`src/rtl/port_uart_pkg.sv`:
```
// port_uart_pkg: register map, STATUS bit positions and FSM state types shared by the UART port
package port_uart_pkg;
    localparam logic [7:0] REG_DATA   = 8'd0;
    localparam logic [7:0] REG_STATUS = 8'd1;
    localparam logic [7:0] REG_CTRL   = 8'd2;
    localparam int ST_TX_EMPTY   = 0;
    localparam int ST_TX_FULL    = 1;
    localparam int ST_RX_VALID   = 2;
    localparam int ST_RX_OVERRUN = 3;
    typedef enum logic [1:0] {TX_IDLE, TX_START, TX_DATA, TX_STOP} txState_t;
    typedef enum logic [1:0] {RX_IDLE, RX_START, RX_DATA, RX_STOP} rxState_t;
endpackage

```
`src/rtl/port_uart_fifo4.sv`:
```
// port_uart_fifo4: 8-bit, 4-deep FIFO; a push while full is accepted only if a pop happens in the same cycle
module port_uart_fifo4 (
    input  logic       clk,
    input  logic       reset,
    input  logic       push,
    input  logic [7:0] pushData,
    input  logic       pop,
    output logic [7:0] popData,
    output logic       full,
    output logic       empty
);
    logic [7:0] mem [4];
    logic [1:0] wrPtr, rdPtr;
    logic [2:0] count;
    logic doPush, doPop;
    assign full    = count == 3'd4;
    assign empty   = count == 3'd0;
    assign doPop   = pop && !empty;
    assign doPush  = push && (!full || doPop);
    assign popData = mem[rdPtr];
    // pointers wrap modulo 4 through their 2-bit width; count tracks occupancy
    always_ff @(posedge clk) begin
        if (reset) begin
            wrPtr <= '0;
            rdPtr <= '0;
            count <= '0;
        end else begin
            if (doPush) wrPtr <= wrPtr + 2'd1;
            if (doPop) rdPtr <= rdPtr + 2'd1;
            count <= count + {2'b0, doPush} - {2'b0, doPop};
        end
    end
    // storage needs no reset; only the pointers define its contents
    always_ff @(posedge clk) begin
        if (doPush) mem[wrPtr] <= pushData;
    end
endmodule

```
`src/rtl/port_uart.sv`:
```
// port_uart: CPU I/O-port mapped 8N1 UART with 4-deep TX FIFO, single-byte RX holding register and RX interrupt
module port_uart import port_uart_pkg::*; #(
    parameter logic [7:0] BASE_ADDR    = 8'hE0,
    parameter int         CLKS_PER_BIT = 16
) (
    input  logic       clk,
    input  logic       reset,
    input  logic [7:0] portAddress,
    input  logic       portRead,
    input  logic       portWrite,
    input  logic [7:0] portWrData,
    output logic [7:0] portRdData,
    output logic       intReq,
    output logic       txd,
    input  logic       rxd
);
    localparam logic [7:0] BIT_END  = 8'(CLKS_PER_BIT - 1);
    localparam logic [7:0] HALF_END = 8'(CLKS_PER_BIT / 2 - 1);
    logic isData, isStatus, isCtrl, dataRead, dataWrite, ctrlWrite;
    logic rxIE, rxValid, rxOverrun;
    logic [7:0] rxData, statusByte, fifoData;
    logic txFull, txEmpty, fifoEmpty, txPop, txdNext;
    txState_t txState, txNext;
    logic [7:0] txBaud, txBaudNext, txShift, txShiftNext;
    logic [2:0] txBit, txBitNext;
    rxState_t rxState, rxNext;
    logic [7:0] rxBaud, rxBaudNext, rxShift, rxShiftNext;
    logic [2:0] rxBit, rxBitNext;
    logic rxMeta, rxSync, rxPrev, rxDone;
    assign isData    = portAddress == BASE_ADDR + REG_DATA;
    assign isStatus  = portAddress == BASE_ADDR + REG_STATUS;
    assign isCtrl    = portAddress == BASE_ADDR + REG_CTRL;
    assign dataRead  = portRead && isData;
    assign dataWrite = portWrite && isData;
    assign ctrlWrite = portWrite && isCtrl;
    assign txEmpty   = fifoEmpty && txState == TX_IDLE;
    // combinational read mux so the CPU samples the register at the same edge as its strobe
    always_comb begin
        statusByte = 8'h00;
        statusByte[ST_TX_EMPTY] = txEmpty;
        statusByte[ST_TX_FULL] = txFull;
        statusByte[ST_RX_VALID] = rxValid;
        statusByte[ST_RX_OVERRUN] = rxOverrun;
        portRdData = isData ? rxData : isStatus ? statusByte : isCtrl ? {7'b0, rxIE} : 8'h00;
    end
    port_uart_fifo4 txFifo (
        .clk(clk),
        .reset(reset),
        .push(dataWrite),
        .pushData(portWrData),
        .pop(txPop),
        .popData(fifoData),
        .full(txFull),
        .empty(fifoEmpty)
    );
    // TX state, counters and a registered txd so the line is glitch-free and idles high out of reset
    always_ff @(posedge clk) begin
        if (reset) begin
            txState <= TX_IDLE;
            txBaud  <= '0;
            txBit   <= '0;
            txShift <= '0;
            txd     <= 1'b1;
        end else begin
            txState <= txNext;
            txBaud  <= txBaudNext;
            txBit   <= txBitNext;
            txShift <= txShiftNext;
            txd     <= txdNext;
        end
    end
    // TX next state: STOP chains straight into START when more data waits, giving gap-free frames
    always_comb begin
        txNext = txState;
        txBaudNext = txBaud + 8'd1;
        txBitNext = txBit;
        txShiftNext = txShift;
        txPop = 1'b0;
        case (txState)
            TX_IDLE: begin
                txBaudNext = '0;
                if (!fifoEmpty) begin
                    txNext = TX_START;
                    txPop = 1'b1;
                    txShiftNext = fifoData;
                end
            end
            TX_START: if (txBaud == BIT_END) begin
                txNext = TX_DATA;
                txBaudNext = '0;
                txBitNext = '0;
            end
            TX_DATA: if (txBaud == BIT_END) begin
                txBaudNext = '0;
                txShiftNext = txShift >> 1;
                txBitNext = txBit + 3'd1;
                if (txBit == 3'd7) txNext = TX_STOP;
            end
            TX_STOP: if (txBaud == BIT_END) begin
                txBaudNext = '0;
                txNext = fifoEmpty ? TX_IDLE : TX_START;
                txPop = !fifoEmpty;
                txShiftNext = fifoEmpty ? txShift : fifoData;
            end
            default: txNext = TX_IDLE;
        endcase
        txdNext = txNext == TX_START ? 1'b0 : txNext == TX_DATA ? txShiftNext[0] : 1'b1;
    end
    // two-flop synchronizer for the asynchronous rxd, plus one more stage for falling-edge detection
    always_ff @(posedge clk) begin
        if (reset) begin
            rxMeta <= 1'b1;
            rxSync <= 1'b1;
            rxPrev <= 1'b1;
        end else begin
            rxMeta <= rxd;
            rxSync <= rxMeta;
            rxPrev <= rxSync;
        end
    end
    // RX state and counters; reset drops any partial frame
    always_ff @(posedge clk) begin
        if (reset) begin
            rxState <= RX_IDLE;
            rxBaud  <= '0;
            rxBit   <= '0;
            rxShift <= '0;
        end else begin
            rxState <= rxNext;
            rxBaud  <= rxBaudNext;
            rxBit   <= rxBitNext;
            rxShift <= rxShiftNext;
        end
    end
    // RX next state: re-check start at half a bit, then sample every full bit so data lands mid-bit
    always_comb begin
        rxNext = rxState;
        rxBaudNext = rxBaud + 8'd1;
        rxBitNext = rxBit;
        rxShiftNext = rxShift;
        rxDone = 1'b0;
        case (rxState)
            RX_IDLE: begin
                rxBaudNext = '0;
                if (rxPrev && !rxSync) rxNext = RX_START;
            end
            RX_START: if (rxBaud == HALF_END) begin
                rxBaudNext = '0;
                rxBitNext = '0;
                rxNext = rxSync ? RX_IDLE : RX_DATA;
            end
            RX_DATA: if (rxBaud == BIT_END) begin
                rxBaudNext = '0;
                rxShiftNext = {rxSync, rxShift[7:1]};
                rxBitNext = rxBit + 3'd1;
                if (rxBit == 3'd7) rxNext = RX_STOP;
            end
            RX_STOP: if (rxBaud == BIT_END) begin
                rxBaudNext = '0;
                rxNext = RX_IDLE;
                rxDone = rxSync;
            end
            default: rxNext = RX_IDLE;
        endcase
    end
    // CPU-visible RX/CTRL registers; a DATA read in the completing cycle frees the slot for the new byte
    always_ff @(posedge clk) begin
        if (reset) begin
            rxIE      <= 1'b0;
            rxValid   <= 1'b0;
            rxOverrun <= 1'b0;
            rxData    <= 8'h00;
            intReq    <= 1'b0;
        end else begin
            intReq <= rxIE & rxValid;
            if (ctrlWrite) begin
                rxIE <= portWrData[0];
                if (portWrData[1]) rxOverrun <= 1'b0;
            end
            if (dataRead) rxValid <= 1'b0;
            if (rxDone) begin
                if (!rxValid || dataRead) begin
                    rxData  <= rxShift;
                    rxValid <= 1'b1;
                end else begin
                    rxOverrun <= 1'b1;
                end
            end
        end
    end
endmodule

```
`config.mk`:
```
export PLATFORM = sky130hd
export DESIGN_NAME = port_uart
export DESIGN_NICKNAME = d
export VERILOG_FILES = /design/src/rtl/port_uart_pkg.sv /design/src/rtl/port_uart_fifo4.sv /design/src/rtl/port_uart.sv
export SDC_FILE = /design/constraint.sdc
export NUM_CORES = 1
export LEC_CHECK = 0
export CAP_MARGIN = 0
export CELL_PAD_IN_SITES_DETAIL_PLACEMENT = 0
export CELL_PAD_IN_SITES_GLOBAL_PLACEMENT = 1
export CORE_MARGIN = 2
export CORE_UTILIZATION = 47
export DETAILED_ROUTE_END_ITERATION = 16
export PLACE_DENSITY = 0.79
export SETUP_SLACK_MARGIN = 0.4
export SYNTH_ARGS = -nofsm -noshare
export SYNTH_HDL_FRONTEND = slang
export SYNTH_SLANG_ARGS = --single-unit
```
`constraint.sdc`:
```
create_clock -name clk -period 3.5 [get_ports clk]
set_input_delay 0.525 -clock clk [delete_from_list [all_inputs] [get_ports clk]]
set_output_delay 0.525 -clock clk [all_outputs]
set_load 0.05 [all_outputs]
```
==> flow_metrics.env <==
export IMPL_power_density_nw_per_um2=545
export IMPL_synth_distinct_cells=55
export IMPL_grt_usage_pct=17.1
export IMPL_grt_overflow=0
export IMPL_cp_max_fo=7
export IMPL_max_freq_ghz=0.342
export IMPL_dieWidth_microns=101
export IMPL_synth_edf_count=32
export IMPL_hp_class="register to register"
export IMPL_cp_startpoint="portAddress[0]"
export IMPL_clock_sink_count=99
export IMPL_grt_pass1_wl_microns=13600
export IMPL_cp_arrival_ns=2.40
export IMPL_status="completed"
export IMPL_dp_hpwl_microns=5600
export IMPL_port_buffers=30
export IMPL_drc=0
export IMPL_fp_row_count=35
export IMPL_nets=468
export IMPL_clk_pin_slew_ns=0.10
export IMPL_finalMaxSlewViolations=0
export IMPL_io_pins=31
export IMPL_fin_hold_ws_ns=0.418
export IMPL_final_layout_size_suffix_gt1_share_pct=10.4
export IMPL_setup_tns_ns=0
export IMPL_ys_top_cells_by_area="dfxtp_1 (30%), edfxtp_1 (22%), ha_1 (4.8%)"
export IMPL_die_height_microns=101
export IMPL_grt_pass1_vias=2904
export IMPL_ant_nets=0
export IMPL_h_tree_depth=3
export IMPL_die_area_sq_um=10300
export IMPL_syn2layout_area_growth_pct=12.9
export IMPL_synth_top_area_cell="dfxtp_1"
export IMPL_ff2ff_setup_slack_ns=0.78
export IMPL_instances_no_fill=545
export IMPL_reg2regPathDepth=11
export IMPL_min_period_over_period_pct=83.5
export IMPL_maxSlewHeadroom_pct=49.1
export IMPL_core_area_sq_um=9200
export IMPL_cp_endpoint="portRdData[7]"
export IMPL_critPathSlowestCell="clkdlybuf4s50_1"
export IMPL_drt_iter0_markers=111
export IMPL_setup_viol=0
export IMPL_antenna_found_initial=0
export IMPL_routed_wirelength_microns=8110
export IMPL_r2r_start="txBaud[0]"
export IMPL_netlist_area_sq_um=4450
export IMPL_async_flop_share_pct=0
export IMPL_initial_utilization_pct=48.4
export IMPL_syn_inst=406
export IMPL_vias_per_cell=5.46
export IMPL_r2r_end="txFifo.count[2]"
export IMPL_syn_avg_cell_area_sq_um=11.0
export IMPL_path_class="input pin to output pin"
export IMPL_cts_buffers_inserted=9
export IMPL_place_gp_congestion=0.820
export IMPL_cts_tree="yes"
export IMPL_hold_violations=0
export IMPL_end_kind="output pin"
export IMPL_vias=2978
export IMPL_cts_path_max_buffers=2
export IMPL_cp_cell_sequence="clkdlybuf4s50_1 > nor4_4 > and2_1 > clkdlybuf4s50_1"
export IMPL_ys_seq_area_share_pct=51.8
export IMPL_worstMarginPinSlew_ns=0.758
export IMPL_finalClockSkew_ns=0.00870
export IMPL_ys_ff_latch=99
export IMPL_drtPass1Iterations=4
export IMPL_grt_start_max_net_pins=40
export IMPL_p_leak_uw=0.00190
export IMPL_post_cts_buffers=0
export IMPL_path_common_cell="clkdlybuf4s50_1"
export IMPL_rsz0062_at_grt="no"
export IMPL_post_place_cells=529
export IMPL_hold_buffers=0
export IMPL_root_buffer="clkbuf_8"
export IMPL_synth_ff_type="dfxtp_1"
export IMPL_vdd_drop_max_uv=285
export IMPL_slowest_delay_ns=0.79
export IMPL_synthesis_nets=445
export IMPL_ys_warn_count=0
export IMPL_pre_cts_slack_ns=0.408
export IMPL_cp_required_ns=2.97
export IMPL_synth_top_cell_area_share_pct=30.2
export IMPL_wl_per_cell_microns=14.9
export IMPL_worst_skew_pair_late_latency_ns=0.37
export IMPL_fin_ws_ns=0.579
export IMPL_n_antenna_cell=0
export IMPL_cap_viol_max_count=0
export IMPL_critPathLaunchType="input pin"
export IMPL_min_period_ns=2.92
-- how the worst min path moves through the flow --
stage	to	startpoint	cells past startpoint
floorplan	rxSync	rxMeta	1
global route	rxSync	rxMeta	1
CTS	rxSync	rxMeta	1
global placement	rxSync	rxMeta	1
finish	rxSync	rxMeta	1
detailed placement	rxSync	rxMeta	1
-- worst max-delay path: cells and delay by family --
family	cells	cell delay, ns
buffers and inverters	2	1.38
and+or+nand+nor	2	0.49
-- Yosys cell counts, drive strengths merged, types with 2 or more instances --
| cell | number |
|---|---|
| nand3 | 12 |
| nor4 | 3 |
| buf | 6 |
| xor2 | 4 |
| inv | 12 |
| nand2 | 13 |
| clkbuf | 16 |
| a21boi | 2 |
| nor3 | 8 |
| and3 | 12 |
| mux2i | 20 |
| nor4b | 2 |
| nor2b | 4 |
| edfxtp | 32 |
| nand2b | 2 |
| a22oi | 3 |
| mux4 | 8 |
| a21oi | 20 |
| dfxtp | 67 |
| or3b | 8 |
| o2bb2ai | 2 |
| a22o | 6 |
| nand3b | 3 |
| or2 | 4 |
| o21ai | 22 |
| and2 | 9 |
| ha | 17 |
| or3 | 4 |
| nand4b | 4 |
| xnor2 | 12 |
| a31oi | 4 |
| nor2 | 52 |
-- sequential cells by signal, summed over array words and instances, names as in the netlist, named ones only --
register / flops
rxData: 8
txFifo.wrPtr: 2
rxPrev: 1
txFifo.mem: 32
rxValid: 1
txFifo.rdPtr: 2
rxShift: 8
rxSync: 1
rxIE: 1
txState: 2
rxState: 1
rxBit: 3
rxMeta: 1
txBit: 3
intReq: 1
txFifo.count: 3
txShift: 8
txd: 1
txBaud: 8
rxOverrun: 1
rxBaud: 8
-- where the power goes --
part           internal (uW)  total [uW]  switching [uW]  leakage, uW
clock                    278         711             432    0.0000974
sequential              1260        1340            86.1     0.000830
combinational            317         680             363     0.000973
total                   1850        2740             882      0.00190
-- cell usage in the layout (no fill, tap or decap), drive strengths merged, types with 13 or more instances in the layout --
| cell type | netlist | final |
|---|---|---|
| a21oi | 20 | 20 |
| clkdlybuf4s50 | 0 | 23 |
| inv | 12 | 14 |
| nand2 | 13 | 13 |
| dfxtp | 67 | 67 |
| o21ai | 22 | 22 |
| ha | 17 | 17 |
| nor2 | 52 | 52 |
| mux2i | 20 | 20 |
| edfxtp | 32 | 32 |
-- metrics by stage --
stage,area (sq um),util [%],power (uW)
finish,5020,54.6,2740
global route,5020,54.6,2900
CTS,5010,54.5,2770
detailed placement,4810,52.3,2040
global placement,4810,52.3,2030
floorplan,4450,-,1890
-- layout make-up --
cell class / instances / area (sq um)
repair buffers: 34 / 333
clock inverters: 7 / 75.1
flip-flops and latches: 99 / 2300
multi-input cells: 273 / 2000
inverters: 12 / 45.0
well taps: 111 / 139
clock buffers: 9 / 124
fillers: 812 / 4180
-- cells by family after synthesis --
group,share of synthesized area (%)
AO/OA/AOI/OAI,9.51
XOR/XNOR,3.15
adder cells (fa/ha/maj),5.23
buffers and inverters,3.32
flip-flops,51.8
multiplexers,8.81
AND/OR/NAND/NOR,18.2
-- repair_timing --
item	in CTS	in global routing
setup endpoints to repair	1	4
gates resized for setup	1	4
hold endpoints to repair	0	0
-- metal layers --
| layer | track usage (%) | wire (microns) |
|---|---|---|
| met2 | 30.1 | 4180 |
| met1 | 20.2 | 3540 |
| met4 | 5.61 | 110 |
| met5 | 0 | 0 |
| met3 | 4.97 | 278 |
Power figures use the tool's default switching activity.
==> patch 1: new RTL, same settings <==
Re-encode `rxState_t` (4 states) as one-hot, 4 bits wide.
--- a/src/rtl/port_uart_pkg.sv
+++ b/src/rtl/port_uart_pkg.sv
@@ -9,5 +9,5 @@
     localparam int ST_RX_OVERRUN = 3;
     typedef enum logic [1:0] {TX_IDLE, TX_START, TX_DATA, TX_STOP} txState_t;
-    typedef enum logic [1:0] {RX_IDLE, RX_START, RX_DATA, RX_STOP} rxState_t;
+    typedef enum logic [3:0] {RX_IDLE = 4'b0001, RX_START = 4'b0010, RX_DATA = 4'b0100, RX_STOP = 4'b1000} rxState_t;
 endpackage
 
Check against the original RTL: no difference found for any inputs over 10 cycles, from zero or initial values and one cycle with reset high; not proved beyond that.
==> patch 1 against the original RTL <==
Cell count rose by 10%. Worst setup slack improved by 100 ps. Non-clock buffer count rose by 1. Design area rose by 3.3%. Area after synthesis rose by 3.1%. Clock power rose by 4.2%. Total power rose by 7.5%. Wire length rose by 5.7%. Sequential cell count rose by 2. Largest power group unchanged.
==> patch 1: results (changes against the original RTL) <==
| Metric | Value |
|---|---|
| Initial antenna violation count | 0 (unchanged) |
| Max Clock Freq | 354.5 MHz (+3.6%) |
| Worst Max-Slew Pin Slew | 1058 ps (+300.2 ps) |
| Synthesis-stage register bit count | 101 (+2.0%) |
| Pre-antenna DRT Iters | 4 (unchanged) |
| WHS | 420.3 ps (+1.961 ps) |
| Outcome | finished clean |
| Compound-Gate Fraction of Synth Area | 11.76% (+2.2 points) |
| Multi-input gates | 299 (+9.5%) |
| Post-route clock skew | 12.38 ps (+3.682 ps) |
| Buffers excl. clock | 35 (+2.9%) |
| R2r setup slk | 760 ps (-20 ps) |
| Worst r2r path cells | 11 (unchanged) |
| # fillers | 862 (+6.2%) |
| Largest net degree at the start of global routing | 47 (+18%) |
| Netlist cell types | 62 (+13%) |
| Synth area leaders | dfxtp_1, edfxtp_1, ha_1 |
| Final #Nets | 502 (+7.3%) |
| PortBufs | 30 (unchanged) |
| Total GRT Usage | 17.52% (+0.40 points) |
| Xor and xnor area share after synthesis | 3.247% (+0.096 points) |
| Most frequent cells after synthesis | dfxtp_1, nor2_1, edfxtp_1 |
| Sw frac | 32.08% (-0.15 points) |
| Pre-CTS setup slack | 387.8 ps (-20.10 ps) |
| Logic inverters | 17 (+5) |
| Post-synthesis adder-cell area fraction | 5.075% (-0.16 points) |
| Clock Power Share | 25.2% (-0.8 points) |
| First-pass GRT wire length | 14,460 um (+6.1%) |
| Sequential power | 1.40 mW (+4%) |
| Fraction of synthesized area in multiplexers | 6.576% (-2.2 points) |
| CP max-delay cell | dlygate4sd2_1 |
| LEAKAGE | 1.810 nW (-4.8%) |
| NonClk Buf Share | 6.295% (-0.33 points) |
| Crit-path max FO | 4 (-3) |
| Syn_nets | 476 (+7.0%) |
| CP arrival | 2300 ps (-100 ps) |
| Clk tree area frac | 3.787% (-0.18 points) |
| Detailed Route WL | 8573 um (+5.7%) |
| Initial DRC count | 80 (-28%) |
| Slowest stage delay, CP | 530 ps (-260 ps) |
| Reg area | 0.002342 mm^2 (+1.7%) |
| Worst-Skew Late Latency | around 360 ps |
| Vias in the first global route | 3,050 (+5.0%) |
| Detail Placement HPWL | 5888 um (+5.1%) |
| Worst IR drop on VDD | 0.2376 mV (-17%) |
| Placer Congestion | 0.7853 (-4.2%) |
| Sequential element share of the synthesized area | 51.08% (-0.69 points) |
| Layout cells sized above 1 | 11.54% (+1.2 points) |
| Multi-input combinational area share | 40.33% (+0.43 points) |
-- patch 1: changes by cell type in the layout (fill, tap and decap cells not counted), moves of 4 or more --
cell / unedited run / this run
nand2_1: 13 / 30
nor2_1: 52 / 38
a21oi_1: 20 / 29
mux2i_1: 20 / 11
nand3_1: 11 / 19
inv_1: 12 / 17
nor4_1: 0 / 4
or3b_1: 4 / 0
or3b_2: 4 / 8
-- patch 1: cell families (layout without fill, tap and decap cells) --
kind of cell	count (synthesis)	after routing
AOI/OAI and AO/OA	86	86
xor gates and xnor gates	17	17
DFF	101	101
buffers and inverters	37	68
muxes	20	20
and+or+nand+nor	158	158
adders and majority gates	18	18
-- patch 1: metrics by stage --
stage | cell area [um^2] | cells | util (%)
floorplan | 4586 | 437 | -
global placement | 4992 | 585 | 51.79
detailed placement | 4992 | 585 | 51.79
CTS | 5185 | 601 | 53.79
global route | 5187 | 601 | 53.82
finish | 5187 | 601 | 53.82
-- patch 1: routing by layer --
metal  wire, um  track usage (%)
met2       4232            30.07
met1       4047            22.17
met4        148            7.287
met5          0                0
met3        145            2.644
-- patch 1: worst register-to-register path, delay by kind of cell (launching register included) --
kind            cells  cell delay [ps]
compound gates      1              170
xor+xnor            2              320
fa+ha+maj           4              930
buf+inv             1               40
flops               1              370
simple gates        3              810
-- patch 1: path summary, 6_finish.rpt --
| check | startpoint | to |
|---|---|---|
| worst min-delay path | rxMeta | rxSync |
| worst max register to register | txBaud[0] | txFifo.count[2] |
| worst min register to register | rxMeta | rxSync |
| worst max-delay path | portAddress[3] | portRdData[3] |
-- patch 1: repair_timing --
action | CTS | global route
buffers inserted | 0 | 0
resized for setup | 3 | 1
setup endpoints to repair | 3 | 1
==> patch 2: new RTL, same flow settings <==
Made on the original files. `CLKS_PER_BIT`: 16 -> 12.
--- a/src/rtl/port_uart.sv
+++ b/src/rtl/port_uart.sv
@@ -2,5 +2,5 @@
 module port_uart import port_uart_pkg::*; #(
     parameter logic [7:0] BASE_ADDR    = 8'hE0,
-    parameter int         CLKS_PER_BIT = 16
+    parameter int         CLKS_PER_BIT = 12
 ) (
     input  logic       clk,
Behaviour: same outputs for any inputs over 10 cycles, from zero or initial values and one cycle with reset high; that may be too few to reach the edited logic, so the function may still have changed.
==> patch 2 against the original RTL <==
Area after synthesis down 0.62%. Highest routed layer unchanged. Wire length up 0.70%. Global-route usage about the same. Design area up 0.45%. Total power up 3.8%. Sequential cell count unchanged. Worst setup slack better by 66 ps. Critical endpoint is now portRdData[1]. Cell count up 0.37%. Clock skew up 15 ps.
==> patch 2: results (changes against the original RTL) <==
| Metric | Value |
|---|---|
| LEAKAGE | 1.828 nW (-3.8%) |
| Vias per cell | 5.468 (about the same) |
| Pre-CTS setup slack | 388.0 ps (-19.95 ps) |
| Placer Congestion | 0.7935 (-3.2%) |
| Vias in the first global route | 2,802 (-3.5%) |
| Detailed Route WL | 8168 um (+0.70%) |
| First-pass GRT wire length | 13,650 um (+0.10%) |
| Worst Max-Slew Pin Slew | 641.1 ps (-117.0 ps) |
| CP arrival | 2330 ps (-70 ps) |
| Post-route clock skew | 23.73 ps (+15.03 ps) |
| WHS | 418.2 ps (-0.1210 ps) |
| Most frequent cells after synthesis | dfxtp_1, nor2_1, edfxtp_1 |
| Non-filler instance count after layout | 547 (+0.37%) |
| Placed Area | 0.004831 mm^2 (+0.52%) |
| Outcome | finished clean |
| Placed Cells | 531 (+0.38%) |
| Syn_nets | 441 (-0.90%) |
| Final worst setup slack | 645.3 ps (+66.42 ps) |
| Layout cells sized above 1 | 11.70% (+1.3 points) |
| Netlist cell types | 57 (+3.6%) |
| Crit-path max FO | 4 (-3) |
| Worst r2r dst | txFifo.count[1] |
| Post-CTS Resized | 0 (-1) |
| Delay-heaviest family, CP | simple AND/OR/NAND/NOR gates |
| # fillers | 819 (+0.86%) |
| Sw frac | 33.26% (+1.0 points) |
| Sequential element share of the synthesized area | 52.10% (+0.32 points) |
| Total GRT Usage | 17.08% (-0.048 points) |
| R2r setup slk | 820 ps (+40 ps) |
| Largest net degree at the start of global routing | 30 (-25%) |
## patch 2: area by class of cell
type	instances	share of cell area, %
well taps	111	2.754
clock inverters	7	1.761
clock buffers	9	2.456
inverters	13	0.9675
multi-input cells	274	39.62
flip-flops and latches	99	45.65
repair buffers	34	6.797
## patch 2: worst max-delay path by stage
stage | from | end | depth (start not counted)
after floorplan | portAddress[3] | portRdData[1] | 3
after global placement | portAddress[3] | txFifo.count[1] | 7
after detailed placement | portAddress[2] | txFifo.count[1] | 7
after CTS | portAddress[2] | portRdData[1] | 5
after global routing | portAddress[3] | portRdData[1] | 5
final | portAddress[3] | portRdData[1] | 5
## patch 2: per-layer routing
| layer | global-route usage, % | up-vias | share of wire (%) |
|---|---|---|---|
| met5 | 0 | - | 0 |
| met4 | 5.613 | 0 | 0.80 |
| met3 | 3.745 | 5 | 4.3 |
| met2 | 24.56 | 67 | 44 |
| met1 | 25.53 | 1418 | 51 |
| li1 | - | 1501 | - |
## patch 2: cells by family (layout without fill, tap and decap cells)
family / Yosys count / after routing / synth area share [%]
and+or+nand+nor: 158 / 158 / 19.14
DFF: 99 / 99 / 52.10
AOI/OAI and AO/OA: 47 / 47 / 7.475
muxes: 34 / 34 / 9.966
buffers and inverters: 29 / 63 / 2.690
adders and majority gates: 18 / 18 / 5.266
xor gates and xnor gates: 17 / 17 / 3.369
## patch 2: worst reg2reg max path, delay by kind of cell, from the launching register on
kind	cells	cell delay [ps]
adder cells (fa/ha/maj)	2	550
flip-flops	1	370
AO/OA/AOI/OAI	1	140
AND/OR/NAND/NOR	5	1300
buffers and inverters	1	200
## patch 2: power groups by stage
stage                     sequential (mW)  clock [mW]  combinational [mW]
final                                1.36       0.756               0.724
after global routing                 1.38       0.818               0.806
after CTS                            1.36       0.781               0.727
after detailed placement             1.39           0               0.722
after global placement               1.38           0               0.714
after floorplan                      1.36           0               0.589
